$ cat src/rtl/uart_rom_loader.sv
// uart_rom_loader
//   Receives a Hack program over an 8N1 UART line. The program is assembled
//   into 16-bit instructions, and each instruction is written into the hack_soc
//   ROM through a four-phase sck/ack handshake.
//   Session frame (big-endian): LEN_HI LEN_LO, N x (W_HI W_LO) [, CS_HI CS_LO].
//
//   Optional feature macro: UART_ROM_LOADER_CHECKSUM_EN
//     When it is defined, a 16-bit checksum (the sum of all words, mod 2^16)
//     follows the words and is verified before done_loading asserts.
//
// Ports
//   clk             system clock
//   reset           asynchronous active-high reset, clears all state
//   run             level; starts a session from IDLE, and dropping it leaves DONE
//   uart_rx         serial input, idles high
//   rom_loader_load high from the first data word until DONE/ERROR
//   rom_loader_sck  write strobe for the handshake
//   rom_loader_data instruction word, held stable while sck/ack are high
//   rom_loader_ack  handshake acknowledge from hack_soc
//   done_loading    high in DONE
//   error           high in ERROR (sticky until reset)
//   word_count      words written in this session
module uart_rom_loader #(
  parameter int CLKS_PER_BIT = 104,
  parameter int DATA_WIDTH   = 16
) (
  input  logic                  clk,
  input  logic                  reset,
  input  logic                  run,
  input  logic                  uart_rx,
  output logic                  rom_loader_load,
  output logic                  rom_loader_sck,
  output logic [DATA_WIDTH-1:0] rom_loader_data,
  input  logic                  rom_loader_ack,
  output logic                  done_loading,
  output logic                  error,
  output logic [15:0]           word_count
);

  localparam int CW = $clog2(CLKS_PER_BIT);
  localparam logic [CW-1:0] BIT_LAST  = CW'(CLKS_PER_BIT - 1);
  localparam logic [CW-1:0] HALF_LAST = CW'(CLKS_PER_BIT / 2 - 1);

  // ---------------------------------------------------------------------------
  // UART receiver
  // ---------------------------------------------------------------------------
  typedef enum logic [1:0] {RX_IDLE, RX_START, RX_DATA, RX_STOP} rx_state_t;

  rx_state_t     rx_state;
  logic          rx_s1, rx_s2, rx_last;
  logic [CW-1:0] rx_cnt;
  logic [2:0]    rx_idx;
  logic [7:0]    rx_shift;
  logic          rx_valid;
  logic          frame_err;

  always_ff @(posedge clk or posedge reset) begin
    if (reset) begin
      rx_s1     <= 1'b1;
      rx_s2     <= 1'b1;
      rx_last   <= 1'b1;
      rx_state  <= RX_IDLE;
      rx_cnt    <= '0;
      rx_idx    <= '0;
      rx_shift  <= '0;
      rx_valid  <= 1'b0;
      frame_err <= 1'b0;
    end else begin
      rx_s1     <= uart_rx;
      rx_s2     <= rx_s1;
      rx_last   <= rx_s2;
      rx_valid  <= 1'b0;
      frame_err <= 1'b0;
      case (rx_state)
        RX_IDLE: begin
          // A level check is not enough: after a framing error, the line can
          // still be low, so a true falling edge is required.
          if (!rx_s2 && rx_last) begin
            rx_state <= RX_START;
            rx_cnt   <= '0;
          end
        end
        RX_START: begin
          if (rx_cnt == HALF_LAST) begin
            rx_cnt <= '0;
            rx_idx <= '0;
            rx_state <= rx_s2 ? RX_IDLE : RX_DATA;
          end else begin
            rx_cnt <= rx_cnt + 1'b1;
          end
        end
        RX_DATA: begin
          if (rx_cnt == BIT_LAST) begin
            rx_cnt   <= '0;
            rx_shift <= {rx_s2, rx_shift[7:1]};
            rx_idx   <= rx_idx + 1'b1;
            if (rx_idx == 3'd7) rx_state <= RX_STOP;
          end else begin
            rx_cnt <= rx_cnt + 1'b1;
          end
        end
        RX_STOP: begin
          if (rx_cnt == BIT_LAST) begin
            rx_cnt    <= '0;
            rx_state  <= RX_IDLE;
            rx_valid  <= rx_s2;
            frame_err <= !rx_s2;
          end else begin
            rx_cnt <= rx_cnt + 1'b1;
          end
        end
        default: rx_state <= RX_IDLE;
      endcase
    end
  end

  // ---------------------------------------------------------------------------
  // Loader FSM state and byte buffer
  // ---------------------------------------------------------------------------
  typedef enum logic [3:0] {
    IDLE, LEN_HI, LEN_LO, W_HI, W_LO, SCK_H, SCK_L, CS_HI, CS_LO, DONE, ERROR
  } state_t;

  state_t     state;
  logic       buf_full;
  logic [7:0] buf_byte;
  logic       consuming;
  logic       outside;
  logic       buf_take;
  logic       overrun;
  logic       ack_r;

  always_comb begin
    consuming = 1'b0;
    outside   = 1'b0;
    case (state)
      LEN_HI, LEN_LO, W_HI, W_LO, CS_HI, CS_LO: consuming = 1'b1;
      IDLE, DONE, ERROR:                        outside   = 1'b1;
      default: ;
    endcase
  end

  // Outside a session, a buffered byte is taken and dropped. During the
  // handshake, it is held until the FSM returns to W_HI.
  assign buf_take = buf_full && (consuming || outside);
  assign overrun  = rx_valid && buf_full && !buf_take;

  always_ff @(posedge clk or posedge reset) begin
    if (reset) begin
      buf_full <= 1'b0;
      buf_byte <= '0;
    end else if (rx_valid) begin
      buf_full <= 1'b1;
      buf_byte <= rx_shift;
    end else if (buf_take) begin
      buf_full <= 1'b0;
    end
  end

  // ---------------------------------------------------------------------------
  // Loader FSM
  // ---------------------------------------------------------------------------
  logic [7:0]  len_hi;
  logic [15:0] len;
  logic [7:0]  word_hi;
  logic [15:0] next_count;

  assign next_count = word_count + 16'd1;

`ifdef UART_ROM_LOADER_CHECKSUM_EN
  logic [15:0] csum;
  logic [7:0]  cs_hi;
`endif

  always_ff @(posedge clk or posedge reset) begin
    if (reset) begin
      state           <= IDLE;
      ack_r           <= 1'b0;
      len_hi          <= '0;
      len             <= '0;
      word_hi         <= '0;
      rom_loader_load <= 1'b0;
      rom_loader_sck  <= 1'b0;
      rom_loader_data <= '0;
      done_loading    <= 1'b0;
      error           <= 1'b0;
      word_count      <= '0;
`ifdef UART_ROM_LOADER_CHECKSUM_EN
      csum            <= '0;
      cs_hi           <= '0;
`endif
    end else begin
      ack_r <= rom_loader_ack;
      case (state)
        IDLE: begin
          if (run) begin
            state <= LEN_HI;
`ifdef UART_ROM_LOADER_CHECKSUM_EN
            csum  <= '0;
`endif
          end
        end
        LEN_HI: begin
          if (buf_full) begin
            len_hi <= buf_byte;
            state  <= LEN_LO;
          end
        end
        LEN_LO: begin
          if (buf_full) begin
            len <= {len_hi, buf_byte};
            if ({len_hi, buf_byte} != 16'd0) begin
              state <= W_HI;
            end else begin
`ifdef UART_ROM_LOADER_CHECKSUM_EN
              state <= CS_HI;
`else
              state        <= DONE;
              done_loading <= 1'b1;
`endif
            end
          end
        end
        W_HI: begin
          if (buf_full) begin
            word_hi <= buf_byte;
            state   <= W_LO;
          end
        end
        W_LO: begin
          if (buf_full) begin
            rom_loader_data <= DATA_WIDTH'({word_hi, buf_byte});
            rom_loader_sck  <= 1'b1;
            rom_loader_load <= 1'b1;
            state           <= SCK_H;
`ifdef UART_ROM_LOADER_CHECKSUM_EN
            csum            <= csum + {word_hi, buf_byte};
`endif
          end
        end
        SCK_H: begin
          if (ack_r) begin
            rom_loader_sck <= 1'b0;
            state          <= SCK_L;
          end
        end
        SCK_L: begin
          if (!ack_r) begin
            word_count <= next_count;
            if (next_count != len) begin
              state <= W_HI;
            end else begin
`ifdef UART_ROM_LOADER_CHECKSUM_EN
              state <= CS_HI;
`else
              state           <= DONE;
              rom_loader_load <= 1'b0;
              done_loading    <= 1'b1;
`endif
            end
          end
        end
`ifdef UART_ROM_LOADER_CHECKSUM_EN
        CS_HI: begin
          if (buf_full) begin
            cs_hi <= buf_byte;
            state <= CS_LO;
          end
        end
        CS_LO: begin
          if (buf_full) begin
            rom_loader_load <= 1'b0;
            if ({cs_hi, buf_byte} == csum) begin
              state        <= DONE;
              done_loading <= 1'b1;
            end else begin
              state <= ERROR;
              error <= 1'b1;
            end
          end
        end
`endif
        DONE: begin
          if (!run) begin
            state        <= IDLE;
            done_loading <= 1'b0;
            word_count   <= '0;
          end
        end
        ERROR: ;
        default: state <= IDLE;
      endcase

      // A receiver fault during a session overrides the transition above.
      if (!outside && (frame_err || overrun)) begin
        state           <= ERROR;
        error           <= 1'b1;
        rom_loader_load <= 1'b0;
        rom_loader_sck  <= 1'b0;
        done_loading    <= 1'b0;
      end
    end
  end

endmodule
$ cat config.mk
export PLATFORM = sky130hd
export DESIGN_NAME = uart_rom_loader
export DESIGN_NICKNAME = d
export VERILOG_FILES = /design/src/rtl/uart_rom_loader.sv
export SDC_FILE = /design/constraint.sdc
export NUM_CORES = 1
export LEC_CHECK = 0
export CAP_MARGIN = 20
export CORE_ASPECT_RATIO = 1.4
export CORE_MARGIN = 2
export CORE_UTILIZATION = 53
export DETAILED_ROUTE_END_ITERATION = 7
export PLACE_DENSITY = 0.78
export SETUP_SLACK_MARGIN = 0.15
export SKIP_LAST_GASP = 1
export SLEW_MARGIN = 20
export SYNTH_ARGS = -nofsm -noshare
export SYNTH_HDL_FRONTEND = slang
export SYNTH_SLANG_ARGS = --single-unit
$ cat constraint.sdc
create_clock -name clk -period 3 [get_ports clk]
set_input_delay 0.3 -clock clk [delete_from_list [all_inputs] [get_ports clk]]
set_output_delay 0.3 -clock clk [all_outputs]
set_load 0.01 [all_outputs]
# After elaboration in Yosys (flattened, before gate mapping)
# Index checks and enable logic that the tools add are counted.
[totals] reg_bits=107 inputBits=5 out_inout_bits=36 word_cells=146
[op_classes] n_addsub=3 eq_ne=35 mux=52 n_reduce_logical=34
[op_table] cell="2-to-1 mux 4 bit" count=11
[op_table] cell="one-hot mux 4 bit (9 select lines)" count=1
[op_table] cell="2-to-1 mux 16 bit" count=2
[op_table] cell="one-hot mux 16 bit (2 select lines)" count=1
[op_table] cell="inequality test 3 bit, second input constant" count=10
[op_table] cell="2-to-1 mux 7 bit" count=3
[op_table] cell="one-hot mux 7 bit (3 select lines)" count=1
[op_table] cell="2-to-1 mux 1 bit" count=20
[op_table] cell="adder 16 x 1 -> 16 bit, second input constant" count=1
[op_table] cell="== test 4 x 3 -> 1 bit, second input constant" count=4
[op_table] cell="inequality test 16 bit" count=1
[op_table] cell="inequality test 2 bit, second input constant" count=8
[op_table] cell="nonzero test 16 bit" count=1
[op_table] cell="== test 4 bit, second input constant" count=3
[op_table] cell="2-to-1 mux 2 bit" count=6
[op_table] cell="AND reduction 2 bit" count=5
[op_table] cell="AND reduction 3 bit" count=3
[op_table] cell="AND reduction 9 bit" count=1
[op_table] cell="== test 4 x 2 -> 1 bit, second input constant" count=2
[op_table] cell="one-hot mux 2 bit (4 select lines)" count=1
[op_table] cell="adder 7 x 1 -> 7 bit, second input constant" count=1
[op_table] cell="== test 7 x 6 -> 1 bit, second input constant" count=1
[op_table] cell="== test 7 bit, second input constant" count=1
[op_table] cell="2-to-1 mux 3 bit" count=2
[op_table] cell="other kinds (22)" count=34

# Depth between registers and ports, before layout
# Gate-level depths: netlist of the first run.
[depth] word_depth=11 depth_mapped=9 ltp_nobuf=8

# Worst setup path after synthesis of the first run
# Ideal clock, no wire load.
[synth_path] path_kind="register to register" from="register word_count[0]" to="register done_loading" setup_ps=126 t_arrival_ps=2299 required_time_ps=2874 path_slack_ps=575 path_stages_with_launch=9 n_path_buf=0 synth_period_minus_slack_ps=2425 path_cell_list="dfrtp_1 ha_1 nand3_1 o31a_1 a211o_1 a32oi_1 and4_1 o21ai_0 a221o_1"
[synth_via] elab_chain_len=4
[synth_rtl] element="start, declared" line_no="37" rtl="output logic [15:0] word_count"
[synth_rtl] element="start signal, assigned" line_no="249" rtl="word_count <= next_count;"
[synth_rtl] element="adder 16 x 1 -> 16 bit" line_no="168" rtl="assign next_count = word_count + 16'd1;"
[synth_rtl] element="inequality test 16 bit" line_no="250" rtl="if (next_count != len) begin"
[synth_rtl] element="inequality test 3 bit (no line)"
[synth_rtl] element="AND reduction 6 bit (no line)"
[synth_rtl] element="end signal, assigned" line_no="185" rtl="done_loading <= 1'b0;"
[synth_rtl] element="end signal, assigned" line_no="258" rtl="done_loading <= 1'b1;"
[synth_rtl] element="end signal, assigned" line_no="286" rtl="done_loading <= 1'b0;"
[synth_rtl] element="end, declared" line_no="35" rtl="output logic done_loading,"
# Every way passes these cells.
# A chain may end at the register's enable or synchronous reset.

# Worst setup path in the final report of the first run
[layout_path] from="register word_count[4]" to="register state[1]"
[layout_via] elab_chain_len=6
[layout_rtl] element="adder 16 x 1 -> 16 bit" line_no="168"
[layout_rtl] element="inequality test 16 bit" line_no="250"
[layout_rtl] element="2-to-1 mux 4 bit" line_no="250"
[layout_rtl] element="2-to-1 mux 4 bit" line_no="248" rtl="if (!ack_r) begin"
[layout_rtl] element="one-hot mux 4 bit (9 select lines)" line_no="194" rtl="case (state)"
[layout_rtl] element="2-to-1 mux 4 bit" line_no="295" rtl="if (!outside && (frame_err || overrun)) begin"
[layout_rtl] element="end signal, assigned" line_no="197" rtl="state <= LEN_HI;"
[layout_rtl] element="end signal, assigned" line_no="251" rtl="state <= W_HI;"
[layout_rtl] element="end signal, assigned" line_no="296" rtl="state <= ERROR;"
[layout_rtl] element="end, declared" line_no="124" rtl="state_t state;"
# Every way passes these cells. The select of a mux whose other input is x is not followed.

==> out/results.ini, run 1 <==
[floorplanning]
core_mm2=0.009459
die_w_um=87.53
initial_core_util_pct=54.74
die_area_mm2=0.01059
boundaryPins=41
die_h_um=120.9
core.rowCount=42

[final_layout]
fin_nets=517
drive_gt1_share_pct=20.47
fill_cells=746
syn_to_final_growth_pct=16.58
regArea_mm2=0.002681
antenna_cells=0
instances_no_fill=623
multi_input_area_mm2=0.002374

[grt]
grt_pass1_wl_um=18750
grt.total_usage_pct=22.43
grt_antenna_before_repair=0
grt_pass1_vias=3933
grt_overflow=0
grt_max_degree=77

[placed_design]
post-place-cells=607
dpl.hpwl_um=7782
portBuffers=40
dpl_worst_slack_ns=0.3449
routabilityCongestion=0.9491

[power_and_ir_drop]
power_density_mw_per_mm2=706.2
p_total_mw=4.262
power_leakage_nw=2.732
peakVddDrop_mv=0.3641

[critical_path]
crit_chain=nand4_1, nor4_1, mux2_2, o211ai_1, nand4_1, a211oi_2, a21oi_1
cp.required_ns=3.21
worst-path-buf-inv=0
path_class=reg2reg
crit_top_cell=nand4_1
cpLargestDelayFamily=simple AND/OR/NAND/NOR gates
slowest_delay_ns=0.53
start_kind=flop
cp_data_arrival_time_ns=2.83
crit_path_top_delay_cell=dfrtp_1
end_kind=flop
cp_max_fo=11

[clock_tree]
cts_num_sinks=107
cts_tree=built
hold_buffers=0
cts_setup_buffers=0
cts-buffers-inserted=9
cts_resized=0
cts_root_buf=clkbuf_16
path_clk_slew_ns=0.07
cts.htree.levels=3
clkLatencyLatePin_ns=0.34
cts_buffer_depth=2

[synth]
synthesis.instances=471
synth.cell_area_mm2=0.005177
syn_area_per_cell_um2=10.99
synth.yosys.seq_area_share_pct=51.79
synth_seq_cells=107
synth_nets=480
synth_warnings=0
synth_flop_cell=dfrtp_1
synth_edf_count=0
async_flop_share_pct=100.0
yosysUniqueCellTypes=56

[timing]
finalWorstSetupSlack_ns=0.3801
period_share_pct=87.33
setup_viol=0
rsz0062_at_grt=false
maxSlewViolCount=0
max_freq_mhz=381.7
fin_crit_ns=2.620
maxSlewHeadroom_pct=50.96
finClkSkew_ns=0.009484
hold_violations=0
fin_setup_tns_ns=0
max_slew.worst_pin.slew_ns=0.7312

[drt]
ant_nets=0
drt_iter0_markers=229
vias=3862
dr.pass1.iters=5
avgViaCountPerCell=6.199
wl_per_cell_um=17.48
drc_errors=0
wl_um=10890

[flow_run]
max_cap_violations=0

[run_status]
outcome=finished clean

[worst_hold_path]
hold_class=reg2reg

[placed cells by master (no fill, tap or decap), drive strengths merged, types with 3 or more instances in the layout]
master	instances
dfrtp	104
mux2	66
clkdlybuf4s50	40
nand2	29
nor2	29
nand3	29
o21ai	28
a21oi	21
inv	11
xnor2	11
clkbuf	11
nand4	9
nor4	8
nor3	8
nor2b	7
xor2	7
buf	7
o211ai	6
mux2i	5
a21o	5
and4	5
nand2b	5
a31oi	5
and2	4
ha	4
a211o	3
o31ai	3
clkinv	3
dfstp	3
[cells by family after synthesis]
family,Yosys count,share of synthesized area (%)
xor gates and xnor gates,18,3.045
muxes,71,15.32
adders and majority gates,4,0.9667
DFF,107,51.79
AOI/OAI and AO/OA,88,10.95
buffers and inverters,33,2.707
and+or+nand+nor,150,15.22
[cell usage after synthesis, types with 9 or more instances]
cell        n  share of area (%)
nand4_1     9                1.1
clkbuf_1   13               0.94
inv_1      12               0.87
o21ai_0    28                2.7
xnor2_1    11                1.9
nor2_1     28                2.0
a21oi_1    20                1.9
mux2_2     66                 14
nand2_1    29                2.1
nand3_1    29                2.8
dfrtp_1   104                 50
[power by group]
group	internal, mW	switching [mW]	leakage [nW]
Clock	0.759	0.517	0.160
Combinational	0.519	0.558	1.12
Sequential	1.60	0.311	1.45
[metrics by stage]
| step | hold slack [ns] | util [%] | instance area (um2) |
|---|---|---|---|
| 2_1_floorplan | 0.3045 | - | 5181 |
| 3_3_place_gp | 0.3467 | 60.15 | 5689 |
| 4_1_cts | 0.3549 | 63.62 | 6018 |
| 3_5_place_dp | 0.3542 | 60.15 | 5689 |
| 5_1_grt | 0.3621 | 63.81 | 6036 |
| 6_report | 0.3624 | 63.81 | 6036 |
[routing by layer]
layer	track usage [%]	part of all wire, %	vias to the layer above
li1	-	-	1789
met1	27.82	42	1910
met3	3.673	3.8	42
met4	11.92	3.5	0
met5	0	0	-
met2	37.03	51	121
[flip-flops by register name, indices dropped and copies added, names as in the netlist, named ones only]
| name | count |
|---|---|
| len | 16 |
| rom_loader_data | 16 |
| word_count | 16 |
| buf_byte | 8 |
| len_hi | 8 |
| rx_shift | 8 |
| word_hi | 8 |
| rx_cnt | 7 |
| state | 4 |
| rx_idx | 3 |
| ack_r | 1 |
| buf_full | 1 |
| done_loading | 1 |
| error | 1 |
| frame_err | 1 |
| rom_loader_load | 1 |
| rom_loader_sck | 1 |
| rx_last | 1 |
| rx_s1 | 1 |
| rx_s2 | 1 |
| rx_state | 1 |
| rx_valid | 1 |
[worst reg2reg max path, stage by stage, from the launching register on]
cell,delay [ns]
dfrtp_1,0.53
nand4_1,0.41
nor4_1,0.43
mux2_2,0.38
o211ai_1,0.10
nand4_1,0.25
a211oi_2,0.30
a21oi_1,0.09
[final cells by class]
cell class	count	area share, %
Inverter	12	0.8085
Tap cell	110	2.280
Multi-Input combinational cell	331	39.32
Clock inverter	5	1.430
Clock buffer	11	4.022
Timing Repair Buffer	47	7.711
Sequential cell	107	44.42
[worst paths after layout]
path / startpoint / to / slack (ns) / depth (start not counted)
max: word_count[4] / state[1] / 0.38 / 7
min: rx_s1 / rx_s2 / 0.36 / 0
max reg2reg: word_count[4] / state[1] / 0.38 / 7
min reg2reg: rx_s1 / rx_s2 / 0.36 / 0
max in group asynchronous: reset / rx_s2 / 2.21 / 3
min in group asynchronous: reset / rom_loader_data[5] / 0.41 / 3
No activity file was read; power rests on OpenSTA's default activity.
==> run 2: changes to the inputs <==
--- a/config.mk
+++ b/config.mk
@@ -8,9 +8,10 @@
 export CAP_MARGIN = 20
 export CORE_ASPECT_RATIO = 1.4
 export CORE_MARGIN = 2
-export CORE_UTILIZATION = 53
+export CORE_UTILIZATION = 58
 export DETAILED_ROUTE_END_ITERATION = 7
-export PLACE_DENSITY = 0.78
+export GPL_TIMING_DRIVEN = 0
+export PLACE_DENSITY = 0.8
 export SETUP_SLACK_MARGIN = 0.15
 export SKIP_LAST_GASP = 1
 export SLEW_MARGIN = 20
==> constraint.sdc (replaced) <==
create_clock -name clk -period 2.75 [get_ports clk]
set_input_delay 0.275 -clock clk [delete_from_list [all_inputs] [get_ports clk]]
set_output_delay 0.275 -clock clk [all_outputs]
set_load 0.01 [all_outputs]
==> run 2 against run 1 <==
- register-to-register slack lost 0.08 ns
- first-iteration DRC count grew 23%
- non-clock buffer count grew 19
- sequential power grew 3%
- design area grew 1.6%
- sequential cell count is the same
- global-route usage grew 1.5 points
- fmax grew 6.8%
- hold slack lost 0.099 ns
==> out/results.ini, run 2 (same netlist as run 1, synthesis figures left out) <==
[run_status]
outcome=finished clean

[power_and_ir_drop]
power_density_mw_per_mm2=758.1
power.switching_mw=1.570
p_total_mw=4.650
peakVddDrop_mv=0.6492
p_seq_share_pct=42.1
comb_power_share_pct=29.6
swShare_pct=33.77
p_int_mw=3.079
p_clk_share_pct=28.4
power_leakage_nw=2.778

[floorplanning]
die_area_mm2=0.009709
die_h_um=115.8
boundaryPins=41
die_w_um=83.85
core_mm2=0.008608
initial_core_util_pct=60.15
core.rowCount=40

[timing]
maxSlewHeadroom_pct=49.62
maxSlewViolCount=0
fin_setup_tns_ns=0
fin_crit_ns=2.454
hold_slack_ns=0.2634
rsz0062_at_grt=false
max_freq_mhz=407.5
finClkSkew_ns=0.006927
period_share_pct=89.23
finalWorstSetupSlack_ns=0.2961
hold_violations=0
setup_viol=0
max_slew.worst_pin.slew_ns=0.7512

[final_layout]
reg_top3=len x16, rom_loader_data x16, word_count x16
layout_common_cells=dfrtp_1 (102), mux2_2 (66), clkdlybuf4s50_1 (40), nand2_1 (29)
drive_gt1_share_pct=21.80
fin_nets=536
syn_to_final_growth_pct=18.46
layout_commonest_cell=dfrtp_1
antenna_cells=0

[placed_design]
portBuffers=40
dpl_worst_slack_ns=-0.05663
dpl.hpwl_um=7772
routabilityCongestion=0.8679

[grt]
grt_antenna_before_repair=0
grt_pass1_wl_um=18540
grt_pass1_vias=3851
grt_overflow=0
grt_max_degree=35
grt.total_usage_pct=23.97

[drt]
avgViaCountPerCell=6.086
wl_um=11050
wl_per_cell_um=17.35
dr.pass1.iters=5
drt_iter0_markers=281
vias=3877
drc_errors=0
ant_nets=0

[clock_tree]
path_clk_slew_ns=0.07
cts.htree.levels=3
cts_num_sinks=107
hold_buffers=0
cts_tree=built
cts-buffers-inserted=9
cts_buffer_depth=2
cts_root_buf=clkbuf_16
clkLatencyLatePin_ns=0.35

[critical_path]
r2r_cells=8
slowest_delay_ns=0.49
crit_chain=ha_4, nand3_4, nor4_1, mux2_2, o211ai_1, and4_1, o21ai_0, a221o_1
path_class=reg2reg
cpLargestDelayFamily=simple AND/OR/NAND/NOR gates
cp_max_fo=9
cp_data_arrival_time_ns=2.69
cp.required_ns=2.98
end_kind=flop
worst-path-buf-inv=0
start_kind=flop
crit_cells=8
crit_path_top_delay_cell=dfrtp_2

[flow_run]
max_cap_violations=0

[worst_hold_path]
hold_class=in2async

==> run 2: metrics by stage <==
| step | std cells | util [%] | area, um2 |
|---|---|---|---|
| after floorplan | 471 | - | 5181 |
| after global placement | 616 | 66.37 | 5713 |
| after detailed placement | 619 | 67.06 | 5773 |
| after CTS | 635 | 70.77 | 6092 |
| after global routing | 637 | 71.25 | 6133 |
| final | 637 | 71.25 | 6133 |
==> run 2: area by class of cell <==
| cell class | count | area, um2 |
|---|---|---|
| inverter | 12 | 48.80 |
| sequential | 107 | 2684 |
| multi-input combinational | 331 | 2394 |
| tap | 105 | 131.4 |
| clock inverter | 6 | 73.82 |
| fill | 650 | 2475 |
| buffer | 21 | 97.59 |
| clock buffer | 10 | 229.0 |
| timing repair buffer | 45 | 475.5 |
==> run 2: path summary, 6_finish.rpt <==
check	startpoint	slack (ns)	to
min in group clk	uart_rx	0.33	rx_s1
max reg2reg	word_count[0]	0.30	done_loading
max in group asynchronous	reset	1.73	rx_s2
min reg2reg	rx_s1	0.36	rx_s2
min	reset	0.26	word_hi[4]
max	word_count[0]	0.30	done_loading
==> run 2: routing by layer <==
layer,global-route usage (%),part of all wire [%],vias to the layer above
met5,0,0,-
met4,14.62,4.4,0
met3,3.348,3.8,39
met2,40.75,50,126
met1,29.20,42,1874
li1,-,-,1838
==> run 2: power groups by stage <==
stage / Sequential, mW / Clock [mW] / Combinational [mW]
after detailed placement: 1.97 / 0 / 1.31
after floorplan: 1.97 / 0 / 0.881
after global routing: 1.99 / 1.40 / 1.51
after CTS: 1.94 / 1.34 / 1.32
final: 1.96 / 1.32 / 1.37
after global placement: 1.96 / 0 / 1.25
==> run 2: timing repair <==
item                       4_1_cts  5_1_grt
pin swaps                        0        4
buffers inserted                 0        2
gates resized for setup          5        8
setup endpoints to repair       13       15
